==> src/rtl/sel_pkg.sv <==
// rtl/sel_pkg.sv - shared constants, mode encodings and round-robin pick helper
package sel_pkg;
    localparam int MAX_CHANNELS = 16;
    localparam int MAX_SEL_W    = 4;

    localparam logic MODE_FIXED = 1'b0;
    localparam logic MODE_RR    = 1'b1;

    typedef struct packed {
        logic                 found;
        logic [MAX_SEL_W-1:0] idx;
    } rr_pick_t;

    // First set bit of valid at or above ptr, wrapping at channels-1 back to 0.
    function automatic rr_pick_t rr_pick(input logic [MAX_CHANNELS-1:0] valid,
                                         input logic [MAX_SEL_W-1:0]    ptr,
                                         input int                      channels);
        rr_pick_t pick;
        int       idx;
        pick = '0;
        for (int k = 0; k < MAX_CHANNELS; k++) begin
            idx = (int'(ptr) + k) % channels;
            if (k < channels && !pick.found && valid[idx]) begin
                pick.found = 1'b1;
                pick.idx   = MAX_SEL_W'(idx);
            end
        end
        return pick;
    endfunction
endpackage

==> src/rtl/rr_arbiter.sv <==
// rtl/rr_arbiter.sv - combinational round-robin arbiter with one-hot grant
module rr_arbiter
    import sel_pkg::*;
#(
    parameter int  CHANNELS = 4,
    localparam int SEL_W    = $clog2(CHANNELS)
) (
    input  logic [CHANNELS-1:0] valid,
    input  logic [SEL_W-1:0]    ptr,
    input  logic                enable,
    output logic [CHANNELS-1:0] grant,
    output logic [SEL_W-1:0]    grant_idx
);
    logic [MAX_CHANNELS-1:0] w_valid_ext;
    logic [MAX_SEL_W-1:0]    w_ptr_ext;
    rr_pick_t                w_pick;

    always_comb begin
        w_valid_ext                 = '0;
        w_valid_ext[CHANNELS-1:0]   = valid;
        w_ptr_ext                   = '0;
        w_ptr_ext[SEL_W-1:0]        = ptr;
        w_pick                      = rr_pick(w_valid_ext, w_ptr_ext, CHANNELS);
        grant                       = '0;
        for (int i = 0; i < CHANNELS; i++)
            grant[i] = enable && w_pick.found && (w_pick.idx == MAX_SEL_W'(i));
        grant_idx = w_pick.idx[SEL_W-1:0];
    end
endmodule

==> src/rtl/selector_nch_rr.sv <==
// rtl/selector_nch_rr.sv - N-channel selector, fixed or round-robin, registered output
module selector_nch_rr
    import sel_pkg::*;
#(
    parameter int  CHANNELS = 4,
    parameter int  WIDTH    = 8,
    localparam int SEL_W    = $clog2(CHANNELS)
) (
    input  logic                      clk,
    input  logic                      rst,
    input  logic [CHANNELS*WIDTH-1:0] number_bus,
    input  logic [CHANNELS-1:0]       number_valid,
    output logic [CHANNELS-1:0]       number_ready,
    input  logic                      mode,
    input  logic [SEL_W-1:0]          select,
    output logic [WIDTH-1:0]          result,
    output logic [SEL_W-1:0]          result_channel,
    output logic                      result_valid,
    input  logic                      result_ready
);
    logic [WIDTH-1:0]    r_result;
    logic [SEL_W-1:0]    r_result_channel;
    logic                r_result_valid;
    logic [SEL_W-1:0]    r_rr_ptr;

    logic                w_can_load;
    logic                w_rr_enable;
    logic                w_transfer;
    logic [CHANNELS-1:0] w_fix_grant;
    logic [CHANNELS-1:0] w_rr_grant;
    logic [CHANNELS-1:0] w_grant;
    logic [SEL_W-1:0]    w_rr_idx;
    logic [SEL_W-1:0]    w_grant_idx;
    logic [SEL_W-1:0]    w_next_ptr;
    logic [WIDTH-1:0]    w_data;

    assign w_can_load  = !r_result_valid || result_ready;
    assign w_rr_enable = (mode == MODE_RR) && w_can_load;

    // An out-of-range select matches no channel index, so it never grants.
    always_comb begin
        w_fix_grant = '0;
        for (int i = 0; i < CHANNELS; i++)
            w_fix_grant[i] = (mode == MODE_FIXED) && w_can_load && number_valid[i]
                             && (select == SEL_W'(i));
    end

    rr_arbiter #(.CHANNELS(CHANNELS)) u_rr_arbiter (
        .valid     (number_valid),
        .ptr       (r_rr_ptr),
        .enable    (w_rr_enable),
        .grant     (w_rr_grant),
        .grant_idx (w_rr_idx)
    );

    assign w_grant      = w_fix_grant | w_rr_grant;
    assign w_grant_idx  = (mode == MODE_RR) ? w_rr_idx : select;
    assign w_transfer   = |w_grant;
    assign w_next_ptr   = (w_grant_idx == SEL_W'(CHANNELS-1)) ? '0 : w_grant_idx + SEL_W'(1);
    assign number_ready = rst ? '0 : w_grant;

    always_comb begin
        w_data = '0;
        for (int i = 0; i < CHANNELS; i++)
            if (w_grant[i])
                w_data = number_bus[i*WIDTH +: WIDTH];
    end

    always_ff @(posedge clk or posedge rst) begin
        if (rst) begin
            r_result         <= '0;
            r_result_channel <= '0;
            r_result_valid   <= 1'b0;
            r_rr_ptr         <= '0;
        end else begin
            if (w_transfer) begin
                r_result         <= w_data;
                r_result_channel <= w_grant_idx;
                r_result_valid   <= 1'b1;
            end else if (result_ready) begin
                r_result_valid   <= 1'b0;
            end
            if (w_transfer && mode == MODE_RR)
                r_rr_ptr <= w_next_ptr;
        end
    end

    assign result         = r_result;
    assign result_channel = r_result_channel;
    assign result_valid   = r_result_valid;
endmodule

==> config.mk <==
export PLATFORM = sky130hd
export DESIGN_NAME = selector_nch_rr
export DESIGN_NICKNAME = d
export VERILOG_FILES = /design/src/rtl/sel_pkg.sv /design/src/rtl/rr_arbiter.sv /design/src/rtl/selector_nch_rr.sv
export SDC_FILE = /design/constraint.sdc
export NUM_CORES = 1
export LEC_CHECK = 0
export BUFFER_PORTS_ARGS = -buffer_cell sky130_fd_sc_hd__clkbuf_2
export CORE_MARGIN = 3
export CORE_UTILIZATION = 44
export DETAILED_ROUTE_END_ITERATION = 8
export GPL_TIMING_DRIVEN = 0
export PLACE_DENSITY = 0.78
export SLEW_MARGIN = 15
export SYNTH_ARGS = -nofsm -noshare
export SYNTH_HDL_FRONTEND = slang
export SYNTH_HIERARCHICAL = 1
export SYNTH_SLANG_ARGS = --single-unit
==> constraint.sdc <==
create_clock -name clk -period 3.22 [get_ports clk]
set_input_delay 0.483 -clock clk [delete_from_list [all_inputs] [get_ports clk]]
set_output_delay 0.483 -clock clk [all_outputs]
set_load 0.03 [all_outputs]
Yosys cells after proc, flatten, opt, wreduce, memory -nomap -nowiden
Cells that the tools add are included.

Bits of input ports: 42. Memory bits (writable): 0. Output and inout port bits: 15. Register bits after elaboration: 13. Memories: 0. Memory bits (read-only): 0. Latch bits: 0.

Equality and inequality tests: 7. Bitwise logic cells: 5. Divide/modulo/power cells: 0. $add $sub $neg: 4. Order comparisons: 4. Shifts and indexed selects: 0. Muxes and demuxes: 24. Reduce and logical (&&, ||, !) cells: 31. Multiply operators: 0.

Operators by type and width (number): 8-bit two-way mux (4); 5-bit two-way mux (4); 1-bit logical AND (19); 3-bit by 6-bit < comparator with 1-bit output (second input constant) (3); 1-bit binary-select mux with 3-bit select (3); 1-bit two-way mux (9); 4-bit by 2-bit == test with 1-bit output (second input constant) (2); 2-bit == test (second input constant) (3); 2-bit OR reduction (3); 2-bit by 5-bit < comparator with 1-bit output (second input constant) (1); 2-bit by 1-bit adder with 2-bit output (second input constant) (2); 2-bit adder (second input constant) (2); 4-bit by 1-bit == test with 1-bit output (second input constant) (1); 1-bit logical NOT (4); 4-bit logical NOT (1); 2-bit two-way mux (2); 4-bit two-way mux (1); 4-bit OR (1); 4-bit OR reduction (1); 1-bit AND (first input constant) (3); 1-bit binary-select mux with 2-bit select (1); 2-bit by 1-bit == test with 1-bit output (second input constant) (1); 2-bit logical NOT (1); 2-bit nonzero test (1); other kinds (2) (2).

Logic depth before layout (Yosys ltp)
Gate-level depths: netlist of run 1.

Depth in word-level cells: 21. Mapped depth: 10. Mapped depth without buffers: 8.

By module
Netlist of run 1, hierarchy kept.

Modules (own cells, without submodules): selector_nch_rr (area each 934.6 sq um, sequential area each 325.3 sq um, cells each 102, times used 1); rr_arbiter (area each 135.1 sq um, sequential area each 0.0 sq um, cells each 16, times used 1).

Worst setup path before layout of run 1
No wires, ideal clock.

Path kind: input to output. From: input number_valid[2]. To: output number_ready[1]. Stages on the path: 6. Slack: 0.732 ns. Arrival time: 2.005 ns. Cells stage by stage: nor2b_4 > a21o_1 > a211oi_4 > nor3b_2 > inv_1 > a21oi_1.

Longest elaborated chain between the ends: 16. Elaborated cells on any way between the ends: 26. Those cells by class: 1 x eq/ne; 16 x mux; 1 x bitwise; 8 x reduce/logical.

Ends and longest elaborated chain: start: declaration (line selector_nch_rr.sv:12) `input logic [CHANNELS-1:0] number_valid,`; 1-bit binary-select mux with 2-bit select (line sel_pkg.sv:23) `if (k < channels && !pick.found && valid[idx]) begin`; 1-bit two-way mux (not written as such) (line sel_pkg.sv:23); 5-bit two-way mux (line sel_pkg.sv:23); 1-bit logical NOT (line sel_pkg.sv:23); 1-bit logical AND (line sel_pkg.sv:23); 5-bit two-way mux (line sel_pkg.sv:23); 1-bit logical NOT (line sel_pkg.sv:23); 1-bit logical AND (line sel_pkg.sv:23); [2 not listed]; 1-bit logical AND (line sel_pkg.sv:23); 5-bit two-way mux (*) (line sel_pkg.sv:23); net w_rr_idx[0] (line selector_nch_rr.sv:32) `logic [SEL_W-1:0] w_rr_idx;`; 4-bit by 1-bit == test with 1-bit output (*) (line rr_arbiter.sv:26) `grant[i] = enable && w_pick.found && (w_pick.idx == MAX_SEL_W'(i));`; 1-bit logical AND (*) (line rr_arbiter.sv:26); net w_rr_grant[1] (line selector_nch_rr.sv:30) `logic [CHANNELS-1:0] w_rr_grant;`; 4-bit OR (*) (line selector_nch_rr.sv:56) `assign w_grant = w_fix_grant | w_rr_grant;`; 4-bit two-way mux (*) (line selector_nch_rr.sv:60) `assign number_ready = rst ? '0 : w_grant;`; end: declaration (line selector_nch_rr.sv:13) `output logic [CHANNELS-1:0] number_ready,`.

Mark *: on every way through the listed nets, which the timed path passes. The rest lies on a longest branch. The select of a mux whose other input is x is not followed.

Worst setup path after layout of run 1
From: register r_rr_ptr[0]. To: output number_ready[2].

Longest elaborated chain between the ends: 18. Elaborated cells on any way between the ends: 35. Those cells by class: 3 x add/sub; 1 x eq/ne; 16 x mux; 4 x bitwise; 11 x reduce/logical.

Ends and longest elaborated chain: start: declaration (line selector_nch_rr.sv:24) `logic [SEL_W-1:0] r_rr_ptr;`; start signal: assignment (line selector_nch_rr.sv:84) `r_rr_ptr <= w_next_ptr;`; 2-bit by 1-bit adder with 2-bit output (line sel_pkg.sv:22) `idx = (int'(ptr) + k) % channels;`; 2-bit OR reduction (no source line); 1-bit AND (no source line); 1-bit binary-select mux with 3-bit select (line sel_pkg.sv:23); 1-bit two-way mux (not written as such) (2 in series) (line sel_pkg.sv:23); 1-bit logical AND (line sel_pkg.sv:23); 5-bit two-way mux (line sel_pkg.sv:23); 1-bit logical NOT (line sel_pkg.sv:23); [3 not listed]; 1-bit logical AND (line sel_pkg.sv:23); 5-bit two-way mux (*) (line sel_pkg.sv:23); net w_rr_idx[1] (line selector_nch_rr.sv:32); 4-bit by 2-bit == test with 1-bit output (*) (line rr_arbiter.sv:26); 1-bit logical AND (*) (line rr_arbiter.sv:26); net w_rr_grant[2] (line selector_nch_rr.sv:30); 4-bit OR (*) (line selector_nch_rr.sv:56); 4-bit two-way mux (*) (line selector_nch_rr.sv:60).

Marked as above.

==> results of run 1 <==
==> cell type report <==
class | count | area [um^2]
Inverter | 11 | 41.29
Multi-Input combinational cell | 91 | 666.9
Timing Repair Buffer | 55 | 275.3
Fill cell | 222 | 848.3
Clock buffer | 4 | 26.28
Tap cell | 28 | 35.03
Buffer | 3 | 36.28
Sequential cell | 13 | 325.3
==> layer usage <==
layer	track usage (%)	routed length (um)	up-vias
li1	-	-	560
met2	33.28	1432	62
met4	7.292	36	0
met1	25.40	1272	530
met5	0	0	-
met3	3.738	254	4
==> state kept, by name, summed over array words and instances, names as in the netlist <==
signal          flops
result_channel      2
result_valid        1
result              8
r_rr_ptr            2
==> kinds of logic after synthesis <==
group / after synthesis
flip-flops: 13
AND/OR/NAND/NOR: 29
buffers and inverters: 14
multiplexers: 2
XOR/XNOR: 1
AO/OA/AOI/OAI: 59
==> metrics by stage <==
step / utilization (%) / hold slack (ps) / cell area (um^2) / setup WS [ps] / instances
after floorplan: - / 360.0 / 1070 / 732.4 / 118
after global placement: 61.21 / 473.1 / 1380 / 429.1 / 201
after detailed placement: 61.21 / 485.8 / 1380 / 325.2 / 201
after CTS: 62.38 / 279.4 / 1406 / 240.5 / 205
after global routing: 62.38 / 312.8 / 1406 / 114.7 / 205
final: 62.38 / 259.4 / 1406 / 229.6 / 205
==> final timing paths <==
check,from,to,slack (ps)
setup / recovery,r_rr_ptr[0],number_ready[2],230
hold / removal,rst,result[5],260
setup reg to reg,r_rr_ptr[0],result[3],730
hold reg to reg,result_channel[0],result_channel[0],500
max in group asynchronous,rst,result[1],2620
min in group clk,number_bus[30],result[6],440
==> critical path: stages, from the launching register on <==
cell and delay [ps]:
dfrtp_1 430, nand2b_1 190, and2b_1 180, o32a_1 270, nor3b_1 200, a31oi_1 620, nor2_1 120, clkbuf_2 220
==> report_power, final <==
part	switching (uW)	internal, uW	leakage (uW)
sequential	62.7	246	0.000158
clock	56.8	48.0	0.0000150
combinational	423	266	0.000536
==> cells in the final DEF (no fill, tap or decap), types with 2 or more instances in the layout <==
cell / count
clkbuf_2: 55
a21oi_1: 13
dfrtp_1: 13
inv_1: 11
o21ai_0: 10
o21a_1: 7
a22oi_1: 7
nor2_1: 6
nand2_1: 6
o21ai_2: 6
o21ai_1: 3
clkbuf_4: 3
buf_6: 2
a41o_2: 2
nor2b_1: 2
nand2b_1: 2
==> impl_metrics.yaml, run 1 <==
floorplan:
  die_w_um: 55.31
  core-area_mm2: 0.002255
  ios: 57
  chipHeight_um: 55.31
  die_area_mm2: 0.003059
  initial_utilization_pct: 47.45
  placementRows: 17
global_routing:
  grt_max_degree: 14
  grt_pass1_wl_um: 4961
  grt-ovfl-total: 0
  track_usage_pct: 19.91
  grt_pass1_vias: 1113
  grt_antenna_before_repair: 0
run:
  drv_cap: 0
place:
  portBuffers: 55
  gp_congestion: 0.9266
  dpl.hpwl_um: 2383
synthesis:
  syn_avg_cell_area_um2: 9.066
  async_flop_share_pct: 100.0
  synth_edf_count: 0
  synth-simple-area-share_pct: 17.89
  synth.area.mux_share_pct: 3.041
  synth_nets: 160
  synthXorXnorAreaFrac_pct: 0.8187
  synth_seq_cells: 13
  synth_area_leader_cell: "dfrtp_1"
  synth.area.top_cells: "dfrtp_1 (30%), a21oi_1 (6.1%), a22oi_1 (4.9%), o21a_1 (4.9%), o21ai_2 (4.9%)"
  yosysWarningCount: 6
  synth_compound_area_share_pct: 40.58
  synth_top_family_by_area: "compound AO/OA/AOI/OAI gates"
  netlist_instances: 118
  synth_area_mm2: 0.001070
  synthDistinctLibCells: 42
  ys_seq_area_share_pct: 30.41
  synth_ff_type: "dfrtp_1"
  synth_top_area_share_pct: 30.41
  synthAdderAreaFrac_pct: 0
  synthTopCellsByCount: "a21oi_1 (13), dfrtp_1 (13), inv_1 (11), o21ai_0 (10)"
cells_and_area:
  drive_above_1_share_pct: 46.89
  antenna_cells: 0
  synthToLayoutAreaGrowth_pct: 31.46
  nNetsFinal: 220
clock_tree:
  root_buffer: "clkbuf_4"
  post_cts_buffers: 0
  cts_made_buffers: 3
  clock-sinks: 13
  h-tree-depth: 1
  clk_pin_slew_ps: 90
  cts_max_path_buffers: 2
  cts_resized: 0
  clk_latency_ps: 280
  cts_hold_buf: 0
  cts_tree: "done"
route:
  via_per_inst: 5.639
  wirelength_um: 2995
  wl_per_cell_um: 14.61
  drtPass1Iterations: 5
  drtIter0Drc: 39
  vias: 1156
  drc: 0
  ant_nets: 0
timing:
  setup_violations: 0
  layout_min_cycle_time_ps: 2990
  setup_tns_ps: 0
  hold_violations: 0
  rsz0062_at_grt: "false"
  final_max_slew_viol_count: 0
  period_share_pct: 92.87
  slew_headroom_pct: 47.79
  worstMarginPinSlew_ps: 779.4
  finalClockSkew_ps: 8.505
  fmax_ghz: 0.3344
worst_hold_path:
  min_path_type: "input port to asynchronous set/reset pin"
power_and_ir_drop:
  power_uw: 1101
  max-vdd-ir-drop_mv: 0.5377
  p_leak_uw: 0.0007086
  pwr_density_cell_mw_per_mm2: 783.2
run_status:
  status: "finished, final reports clean"
critical_path:
  r2r_cells: 9
  critPathMaxFanout: 9
  end_kind: "output pin"
  crit_arrival_ps: 2510
  critPathKind: "flip-flop to output pin"
  required_ps: 2740
  worstSetupStartpointType: "flip-flop"
Power figures use the tool's default switching activity.
==> run 2, diff against run 1 <==
--- a/config.mk
+++ b/config.mk
@@ -11,6 +11,7 @@
 export DETAILED_ROUTE_END_ITERATION = 8
 export GPL_TIMING_DRIVEN = 0
 export PLACE_DENSITY = 0.78
+export REMOVE_ABC_BUFFERS = 1
 export SLEW_MARGIN = 15
 export SYNTH_ARGS = -nofsm -noshare
 export SYNTH_HDL_FRONTEND = slang
==> impl_metrics.yaml, run 2 (synthesized netlist as in run 1, its figures left out) <==
place:
  dp.cells: 199
  dpl.hpwl_um: 2406
  portBuffers: 56
  gp_congestion: 0.8355
clock_tree:
  clk_pin_slew_ps: 90
  clock-sinks: 13
  post_cts_buffers: 0
  cts_tree: "done"
  cts_hold_buf: 0
  cts_made_buffers: 3
  cts_resized: 0
  clk_latency_ps: 300
  h-tree-depth: 1
  cts_max_path_buffers: 2
  root_buffer: "clkbuf_4"
power_and_ir_drop:
  p_comb_share_pct: 61.5
  switchingPower_uw: 552.2
  p_leak_uw: 0.0006933
  clkPwrFrac_pct: 10.3
  max-vdd-ir-drop_mv: 0.4558
  p_seq_share_pct: 28.2
  p_int_uw: 539.2
  switching_share_pct: 50.60
  pwr_density_cell_mw_per_mm2: 793.7
timing:
  period_share_pct: 93.38
  setup_tns_ps: 0
  rsz0062_at_grt: "false"
  layout_min_cycle_time_ps: 3007
  finalClockSkew_ps: 9.564
  worstMarginPinSlew_ps: 786.3
  hold_violations: 0
  slew_headroom_pct: 46.89
  fmax_ghz: 0.3326
  final_max_slew_viol_count: 0
  setup_violations: 0
global_routing:
  grt_pass1_wl_um: 5106
  track_usage_pct: 21.22
  grt-ovfl-total: 0
  grt_antenna_before_repair: 0
  grt_pass1_vias: 1143
  grt_max_degree: 14
floorplan:
  chipHeight_um: 55.31
  initial_utilization_pct: 47.45
  placementRows: 17
  ios: 57
  die_area_mm2: 0.003059
  die_w_um: 55.31
  core-area_mm2: 0.002255
critical_path:
  slowest_stage: "a41oi_1"
  end_kind: "output pin"
  r2r_cells: 8
  crit_arrival_ps: 2520
  cpPeakStageDelay_ps: 610
  critPathKind: "flip-flop to output pin"
  required_ps: 2740
  worstSetupStartpointType: "flip-flop"
  critPathMaxFanout: 9
  path_cells: "nand2b_1, and2b_1, o32a_1, and3_2, a41oi_1, nor2_1, clkbuf_2"
cells_and_area:
  seqCellArea_um2: 325.3
  drive_above_1_share_pct: 46.29
  nNetsFinal: 218
  fin_cells: 203
  synthToLayoutAreaGrowth_pct: 28.54
  largest_register_ffs: 8
  nFillCells: 222
  antenna_cells: 0
  mostFrequentLayoutCell: "clkbuf_2"
  layout_common_cells: "clkbuf_2 (56), a21oi_1 (13), dfrtp_1 (13), inv_1 (11), o21ai_0 (10)"
  multi_input_area_um2: 666.9
worst_hold_path:
  min_path_type: "input port to asynchronous set/reset pin"
route:
  drc: 0
  ant_nets: 0
  vias: 1177
  wirelength_um: 3128
  drtIter0Drc: 34
  wl_per_cell_um: 15.41
  via_per_inst: 5.798
  drtPass1Iterations: 6
run_status:
  status: "finished, final reports clean"
run:
  drv_cap: 0
[run 2: metal layers]
metal	track usage (%)	up-vias	part of all wire [%]
met1	25.26	556	42
met4	12.50	0	1.8
met2	34.46	59	49
met5	0	-	0
li1	-	555	-
met3	5.140	7	7.6
[run 2: power by group through the flow]
stage,Clock (uW),Sequential [uW],Combinational (uW)
3_3_place_gp,0,309,649
6_report,112,308,671
5_1_grt,122,319,724
2_1_floorplan,0,438,354
4_1_cts,109,307,674
3_5_place_dp,0,307,675
[run 2: layout make-up]
type	instances	share of cell area, %
multi-input cells	91	48.50
flip-flops and latches	13	23.66
repair buffers	56	20.38
inverters	11	3.003
well taps	28	2.548
clock buffers	4	1.911
[run 2: path summary, 6_finish.rpt]
path	startpoint	endpoint	slack, ps
worst max-delay path	r_rr_ptr[0]	number_ready[3]	210
worst min-delay path	rst	result[3]	220
worst max register to register	r_rr_ptr[0]	result[4]	630
worst min register to register	result_channel[1]	result_channel[1]	490
max in group asynchronous	rst	result[5]	2660
min in group clk	number_bus[27]	result[3]	420
[run 2: per-stage QoR]
| step | hold slack (ps) | util, % | setup WS (ps) | instance area, um^2 | total power, uW |
|---|---|---|---|---|---|
| finish | 223.6 | 60.99 | 213.1 | 1375 | 1091 |
| global route | 264.5 | 60.99 | 52.71 | 1375 | 1165 |
| CTS | 249.2 | 60.99 | 280.5 | 1375 | 1091 |
| detailed placement | 474.1 | 59.82 | 346.6 | 1349 | 981.4 |
| global placement | 475.8 | 59.82 | 442.8 | 1349 | 957.4 |
| floorplan | 360.0 | - | 732.4 | 1033 | 791.1 |
[run 2: critical path: cells and delay by family, from the launching register on]
kind	cells	cell delay, ps
AO/OA/AOI/OAI	2	900
AND/OR/NAND/NOR	4	680
flip-flops	1	430
buffers and inverters	1	210
